[config.mk]
export PLATFORM = sky130hd
export DESIGN_NAME = uart_receiver
export DESIGN_NICKNAME = d
export VERILOG_FILES = /design/src/rtl/uart_receiver.sv
export SDC_FILE = /design/constraint.sdc
export NUM_CORES = 1
export LEC_CHECK = 0
export BUFFER_PORTS_ARGS = -buffer_cell sky130_fd_sc_hd__buf_2
export CAP_MARGIN = 15
export CORE_UTILIZATION = 30
export CTS_CLUSTER_SIZE = 24
export DETAILED_ROUTE_END_ITERATION = 10
export HOLD_SLACK_MARGIN = 0.03
export PLACE_DENSITY = 0.55
export SETUP_SLACK_MARGIN = 0.5
export SLEW_MARGIN = 5
export SYNTH_ARGS = -nofsm -noshare
export SYNTH_HDL_FRONTEND = slang
export SYNTH_SLANG_ARGS = --single-unit
[constraint.sdc]
create_clock -name clk_i -period 3 [get_ports clk_i]
set_clock_uncertainty 0.15 [all_clocks]
set_input_delay 0 -clock clk_i [delete_from_list [all_inputs] [get_ports clk_i]]
set_output_delay 0 -clock clk_i [all_outputs]
set_load 0.005 [all_outputs]
[src/rtl/uart_receiver.sv]
// 16x oversampled UART receive stage (8N1) with a one-entry valid/ready holding
// register and single-cycle framing / overrun error pulses.
module uart_receiver #(
   parameter int SMPL_N      = 16,
   parameter int SYNC_STAGES = 2
) (
   input  logic        clk_i,
   input  logic        rst_ni,
   input  logic [15:0] baud_div_i,
   input  logic        rx_i,
   output logic [7:0]  data_o,
   output logic        valid_o,
   input  logic        ready_i,
   output logic        frame_err_o,
   output logic        overrun_o,
   output logic        busy_o
);

   localparam logic [1:0] S_IDLE  = 2'd0;
   localparam logic [1:0] S_START = 2'd1;
   localparam logic [1:0] S_DATA  = 2'd2;
   localparam logic [1:0] S_STOP  = 2'd3;

   localparam logic [3:0] SMPL_LAST = 4'(SMPL_N - 1);
   localparam logic [3:0] SMPL_V0   = 4'(SMPL_N / 2 - 1);
   localparam logic [3:0] SMPL_V1   = 4'(SMPL_N / 2);
   localparam logic [3:0] SMPL_V2   = 4'(SMPL_N / 2 + 1);

   logic [SYNC_STAGES-1:0] sync_q;
   logic                   rxp_q;
   logic [1:0]             state_q, state_d;
   logic [15:0]            div_q, div_d;
   logic [15:0]            baud_q, baud_d;
   logic [3:0]             smpl_q, smpl_d;
   logic                   v0_q, v0_d, v1_q, v1_d;
   logic [2:0]             bitcnt_q, bitcnt_d;
   logic [7:0]             sh_q, sh_d;
   logic [7:0]             data_q, data_d;
   logic                   valid_q, valid_d;
   logic                   ferr_q, ferr_d;
   logic                   ovr_q, ovr_d;

   logic rx_s, start_edge, tick, vote, bnd, maj, done;

   assign rx_s       = sync_q[SYNC_STAGES-1];
   assign start_edge = (state_q == S_IDLE) && rxp_q && !rx_s;
   assign tick       = (baud_q == 16'd0);
   assign vote       = tick && (smpl_q == SMPL_V2);
   assign bnd        = tick && (smpl_q == SMPL_LAST);
   assign maj        = (v0_q & v1_q) | (v0_q & rx_s) | (v1_q & rx_s);

   always_comb begin
      state_d  = state_q;
      div_d    = div_q;
      baud_d   = baud_q;
      smpl_d   = smpl_q;
      v0_d     = v0_q;
      v1_d     = v1_q;
      bitcnt_d = bitcnt_q;
      sh_d     = sh_q;
      data_d   = data_q;
      valid_d  = valid_q;
      ferr_d   = 1'b0;
      ovr_d    = 1'b0;
      done     = 1'b0;

      // Divider is only latched at a start edge so mid-frame changes are ignored.
      if (start_edge) begin
         div_d  = baud_div_i;
         baud_d = baud_div_i;
         smpl_d = 4'd0;
      end else if (tick) begin
         baud_d = div_q;
         smpl_d = smpl_q + 4'd1;
      end else begin
         baud_d = baud_q - 16'd1;
      end

      if (tick && smpl_q == SMPL_V0) v0_d = rx_s;
      if (tick && smpl_q == SMPL_V1) v1_d = rx_s;

      case (state_q)
         S_IDLE: if (start_edge) state_d = S_START;
         S_START: begin
            if (vote && maj) begin
               state_d = S_IDLE;
            end else if (bnd) begin
               state_d  = S_DATA;
               bitcnt_d = 3'd7;
            end
         end
         S_DATA: begin
            if (vote) sh_d = {maj, sh_q[7:1]};
            if (bnd) begin
               if (bitcnt_q == 3'd0) state_d = S_STOP;
               else                  bitcnt_d = bitcnt_q - 3'd1;
            end
         end
         default: begin
            // Leave at mid-stop so the next start edge is caught with margin.
            if (vote) begin
               state_d = S_IDLE;
               done    = maj;
               ferr_d  = !maj;
            end
         end
      endcase

      if (done) begin
         if (!valid_q || ready_i) begin
            data_d  = sh_q;
            valid_d = 1'b1;
         end else begin
            ovr_d = 1'b1;
         end
      end else if (valid_q && ready_i) begin
         valid_d = 1'b0;
      end
   end

   always_ff @(posedge clk_i or negedge rst_ni) begin
      if (!rst_ni) begin
         sync_q   <= '1;
         rxp_q    <= 1'b1;
         state_q  <= S_IDLE;
         div_q    <= 16'd0;
         baud_q   <= 16'd0;
         smpl_q   <= 4'd0;
         v0_q     <= 1'b1;
         v1_q     <= 1'b1;
         bitcnt_q <= 3'd0;
         sh_q     <= 8'h00;
         data_q   <= 8'h00;
         valid_q  <= 1'b0;
         ferr_q   <= 1'b0;
         ovr_q    <= 1'b0;
      end else begin
         sync_q   <= {sync_q[SYNC_STAGES-2:0], rx_i};
         rxp_q    <= rx_s;
         state_q  <= state_d;
         div_q    <= div_d;
         baud_q   <= baud_d;
         smpl_q   <= smpl_d;
         v0_q     <= v0_d;
         v1_q     <= v1_d;
         bitcnt_q <= bitcnt_d;
         sh_q     <= sh_d;
         data_q   <= data_d;
         valid_q  <= valid_d;
         ferr_q   <= ferr_d;
         ovr_q    <= ovr_d;
      end
   end

   assign data_o      = data_q;
   assign valid_o     = valid_q;
   assign frame_err_o = ferr_q;
   assign overrun_o   = ovr_q;
   assign busy_o      = (state_q != S_IDLE);

endmodule

## Word-level counts from Yosys, hierarchy flattened

Cells that the tools add are included.

| storage, ports and cells | value |
|---|---|
| bits of input ports | 20 |
| register bits | 65 |
| output and inout bits | 12 |
| word-level logic and storage cells | 87 |

| operators by class | value |
|---|---|
| reductions and logical operators | 26 |
| equal/unequal tests | 14 |
| add/sub/neg operators | 3 |
| bitwise logic cells | 5 |
| multiplexer cells | 25 |

Operators by type and width:

| kind | count |
|---|---|
| 2-to-1 mux 16 bit | 2 |
| zero test 16 bit | 1 |
| subtractor 16 x 1 -> 16 bit, second input constant | 1 |
| equality test 4 bit, second input constant | 3 |
| 2-to-1 mux 2 bit | 6 |
| 2-to-1 mux 3 bit | 4 |
| != test 2 bit, second input constant | 6 |
| AND reduction 5 bit | 2 |
| 2-to-1 mux 1 bit | 9 |
| logical AND 1 bit | 8 |
| 2-to-1 mux 4 bit | 2 |
| nonzero test 2 bit | 4 |
| case mux 2 bit (3 select lines) | 1 |
| case mux 3 bit (2 select lines) | 1 |
| AND reduction 2 bit | 3 |
| adder 4 x 1 -> 4 bit, second input constant | 1 |
| equality test 4 x 3 -> 1 bit, second input constant | 1 |
| nonzero test 4 bit | 1 |
| AND 1 bit | 3 |
| zero test 1 bit | 3 |
| zero test 3 bit | 1 |
| != test 3 bit, second input constant | 1 |
| OR reduction 3 bit | 1 |
| subtractor 3 x 1 -> 3 bit, second input constant | 1 |
| 6 further kinds | 7 |

## Longest topological paths before layout

| logic depth | value |
|---|---|
| depth after elaboration | 7 |
| depth in mapped cells | 9 |
| gate-level depth less buffers | 8 |

## Worst setup path before layout

No wires, ideal clock.

| timing | value |
|---|---|
| path type | reg-to-reg |
| start point | reg baud_q[0] |
| end point | reg data_q[0] (netlist: data_o[0]) |
| required time | 2.725 ns |
| stages on the path, launching flop included | 9 |
| arrival time | 2.418 ns |
| path buffers | 1 |
| clock period less this slack | 2.692 ns |
| slack | 0.308 ns |
| setup time | 0.125 ns |
| cells stage by stage | dfrtp_1 inv_1 ha_1 or4b_4 or3_1 nor3_1 and4_1 buf_4 mux2_2 |

| between the ends | value |
|---|---|
| word-level cells in the longest chain between the ends | 5 |

RTL lines:

| item | line | RTL |
|---|---|---|
| start: declaration | 33 | `logic [15:0] baud_q, baud_d;` |
| start signal: assignment | 142 | `baud_q <= baud_d;` |
| zero test 16 bit | 47 | `assign tick = (baud_q == 16'd0);` |
| logical AND 1 bit | 48 | `assign vote = tick && (smpl_q == SMPL_V2);` |
| 2-to-1 mux 1 bit | 101 | `if (vote) begin` |
| 2-to-1 mux 1 bit | 82 | `case (state_q)` |
| AND reduction 2 bit (no source line) | -- |  |
| end signal: assignment | 148 | `data_q <= data_d;` |
| end: declaration | 38 | `logic [7:0] data_q, data_d;` |

Every way passes these cells.
A chain may end at the register's enable or synchronous reset.

## Worst setup path in the final report

| timing | value |
|---|---|
| start point | reg baud_q[1] |
| end point | reg state_q[1] |

| between the ends | value |
|---|---|
| word-level cells in the longest chain between the ends | 5 |
| elaborated cells between the ends (all ways) | 10 |
| those cells by class | eq/ne (2); mux (2); reduce/logical (6) |

RTL lines:

| item | line | RTL |
|---|---|---|
| zero test 16 bit (*) | 47 |  |
| logical AND 1 bit | 48 |  |
| logical AND 1 bit | 85 | `if (vote && maj) begin` |
| != test 3 bit (no source line) / 2-to-1 mux 2 bit (equally long branches) | -- |  |
| AND reduction 5 bit (no source line) / case mux 2 bit (3 select lines) (equally long branches) | -- |  |
| end signal: assignment | 140 | `state_q <= state_d;` |
| end: declaration | 31 | `logic [1:0] state_q, state_d;` |

Every way passes the cells marked *; elsewhere a longest branch is shown, timed or not.

==> results.txt <==
* All-layer global routing usage: 0.133
- By area the synthesized netlist is led by dfrtp_1 49%, mux2_2 7.4%, nand2_1 7.3%, dfstp_2 4.3%, ha_1 4.1%.
* Layer with the highest usage: met2
- Number of nets in the synthesized netlist: 324
- Of all cell types, the one taking the most synthesized area is dfrtp_1.
* Sequence of cells on the critical path: inv_2, ha_4, or4b_4, or4_4, buf_4, o21ai_4, a31oi_1, or3_1
- The final hold violation count was 0.
* Path type of the worst setup path: flop to flop
* Total power: 2.89 mW
- For this run, the register share of the synthesized area comes to 0.535.
- In the global route stage, met3 resource usage came out at 0.0407.
- Combined area of all synthesized cells: ~3000 µm²
- Starting utilization of the core area: 0.311
- Across the run, the number of max-cap violations was 0.
- RePlAce Congestion: between 0.7 and 0.8
- Number of search-and-repair iterations in the first detailed-routing pass: 4
- Input and output buffers added on the ports amount to 31.
- The top cell types in the final layout, fill and taps aside, are 59 x nand2_1, 59 x dfrtp_1, 31 x buf_2.
- Average wire per standard cell: 12.8 µm
- TritonCTS built the clock tree.
- Largest family of logic cells by synthesized area: simple AND/OR/NAND/NOR gates
* Final critical path time including I/O delays and setup: 2.57 ns
* Final global-route overflow total: 0
- After synthesis, the share of cell area in mux cells is 0.0836.
- Pin slew with the least headroom to its limit: 0.617 ns
- The worst pin sits at a relative slew slack of 0.589.
* Clock root buffer: clkbuf_8
* Post-synth ARST share: 1.00
* Number of enable-type register cells in the synthesized netlist: 0
* Number of ports placed on the die boundary: 32
* RSZ-0062 raised after global routing: true
- The synthesized design contains 65 register bits.
- Yosys top cell area share: 0.492
- Across the VDD grid, the largest voltage drop is a little under 0.0003 V.
* Wire length of the first global-routing pass: 10.5 mm
- Setup violators final: 0
- The number of antenna violations at the first check in global routing is 0.
* DIE WIDTH: a little over 100 µm
* Simple-gate area share of the yosys netlist: 0.183
- The count of final max-slew check failures came to 0.
- The synthesized-area fraction occupied by ao, oa, aoi and oai cells came to 0.0860.
- Primary flip-flop cell chosen by synthesis mapping: dfrtp_1
- Clk pwr share: 0.294
* Avg Vias per Cell: ~4.7
* Number of H-tree branching levels: 3
* M1 GR Usage: 0.163
- For this run, global-route usage on met2 was measured as 0.214.
* Count of standard-cell rows: 36
- Crit end category: flop
- The worst setup path is launched from a flop.
- Clock-pin slew on the worst setup and hold paths: 0.08 ns
- Synth Area in Adders: 0.0442
- Distinct cell type count after synthesis: between 40 and 50
- Of the total synthesized cell area, the portion taken by XOR and XNOR cells is 0.0373.
- Share of layout cells above drive strength 1: 0.300
- Antenna Diode Count: 0
- For this design, the slowest cell found on the critical path is or4_4.
- For the worst setup path, the data required time is 3.07 ns.
- After floorplanning, the core was sized to cover 9820 µm².
- The wire-length estimate of the detail-placed layout is 4.05 mm.
* Synth-to-layout area growth: 31.1%
* Count of yosys warnings during synthesis: 0
- The tightest min-delay check is of the primary input to asynchronous set/reset pin type.
- Net switching component of the power: 0.914 mW
* Fraction of power consumed by combinational cells: 0.269
* Post-detailed-routing wire length: ~6.5 mm
* Mean instance size in the synthesized netlist: 10.4 µm²
- Height of the die: 103 µm
- Remaining antenna violation count: 0
* Result of the run: finished, final reports clean
* Via count of the first global-routing pass: 2219
- Fin Setup TNS: 0 ns
- Top achievable clock speed: 0.390 GHz
- Of the total power, the share spent switching nets is 0.316.
- In this run the static leakage power is 1.93 nW.
* Maximum fanout encountered on the critical timing path: 8
- Clock latency on the worst-skew pair, taken at its later pin, is ~0.34 ns.
- The clock passes through at most 2 buffers.
* Worst endpoint data arrival time: 2.64 ns
- The share of total power dissipated in sequential elements is 0.438.
- Slack of the worst reg-to-reg path: 0.43 ns
- Areal power density over the cells: 721 nW/µm²
* Clock Sink Count: 65
- Fraction of the cycle the final worst path needs: 0.855
* Total via count in the routed design: 2342
- The net count of the finished layout is 395.
- In the routed design, unresolved DRC markers number 0.
* Max stage delay on crit path: 0.50 ns
* Internal power contribution: roughly 2.0 mW
- Maximum number of pins on one net before global-route repair: 39
- The detailed router finished its first iteration with between 100 and 150 violations.
- Clock buffers created by TritonCTS: 9
* Overall die area: 10600 µm²
* Cells after synthesis: 294
## cell families (layout without fill, tap and decap cells)
kind of cell | Yosys count | count (layout)
AO/OA/AOI/OAI | 43 | 43
adder cells (fa/ha/maj) | 11 | 11
buffers and inverters | 22 | 98
AND/OR/NAND/NOR | 117 | 117
flip-flops | 65 | 65
multiplexers | 23 | 23
XOR/XNOR | 13 | 13
## critical path: cells and delay by family, from the launching register on
family	cells	cell delay, ns
buffers and inverters	2	0.26
AOI/OAI and AO/OA	2	0.23
adders and majority gates	1	0.13
and+or+nand+nor	3	1.28
DFF	1	0.39
## timing repair
action	4_1_cts	5_1_grt
gates cloned	0	1
setup endpoints to repair	21	23
pin swaps	3	2
hold buffers	19	0
endpoints found under the hold margin	62	0
gates resized for setup	13	5
buffers inserted	11	4
## cell usage after synthesis (3+ instances only)
cell / number
dfstp_2: 5
nand4b_1: 3
or4_1: 4
nor3_1: 10
inv_1: 11
ha_1: 10
mux2i_1: 3
xnor2_1: 6
mux2_2: 20
dfrtp_1: 60
nand3_1: 3
nor2_1: 20
clkbuf_1: 8
nand2_1: 59
a21oi_1: 7
xor2_1: 7
o21ai_0: 22
or3_1: 4
## path summary, 6_finish.rpt
check | endpoint | startpoint | cells past startpoint
worst max-delay path | state_q[1] | baud_q[1] | 8
worst min-delay path | state_q[0] | rst_ni | 2
worst max register to register | state_q[1] | baud_q[1] | 8
worst min register to register | sync_q[1] | sync_q[0] | 0
max in group asynchronous | baud_q[12] | rst_ni | 3
min in group clk_i | sync_q[0] | rx_i | 2
## power groups by stage
stage | logic (mW) | registers [mW] | clock network [mW]
after floorplan | 0.481 | 1.24 | 0
after global placement | 0.614 | 1.28 | 0
after detailed placement | 0.624 | 1.29 | 0
after CTS | 0.756 | 1.26 | 0.872
after global routing | 0.876 | 1.30 | 0.916
final | 0.776 | 1.26 | 0.848
## per-stage QoR
step | setup WS [ns] | hold WS [ns] | util | area, µm² | cells
6_report | 0.434 | 0.0579 | 0.408 | 4000 | 503
5_1_grt | 0.373 | 0.134 | 0.408 | 4000 | 503
4_1_cts | 0.344 | 0.0764 | 0.400 | 3930 | 498
3_5_place_dp | 0.202 | -0.0938 | 0.345 | 3380 | 452
3_3_place_gp | 0.245 | -0.0873 | 0.345 | 3380 | 452
2_1_floorplan | 0.490 | -0.446 | - | 3080 | 294
## layout make-up
| type | instances | area (µm²) |
|---|---|---|
| Clock buffer | 10 | 138 |
| Clock inverter | 6 | 90.1 |
| Fill cell | 1012 | 5820 |
| Inverter | 11 | 41.3 |
| Multi-Input combinational cell | 207 | 1400 |
| Sequential cell | 65 | 1630 |
| Tap cell | 133 | 166 |
| Timing Repair Buffer | 71 | 533 |
## layer usage
layer  vias up  part of all wire
met1      1140              0.47
met5         -                 0
met4         0             0.017
li1       1160                 -
met2        35              0.48
met3         7             0.028
## state kept, by name, summed over array words and instances (netlist names)
name	cells
baud_q	16
bitcnt_q	3
data_o	8
div_q	16
frame_err_o	1
overrun_o	1
rxp_q	1
sh_q	8
smpl_q	4
state_q	2
sync_q	2
v0_q	1
v1_q	1
valid_o	1
Power figures use the tool's default switching activity.
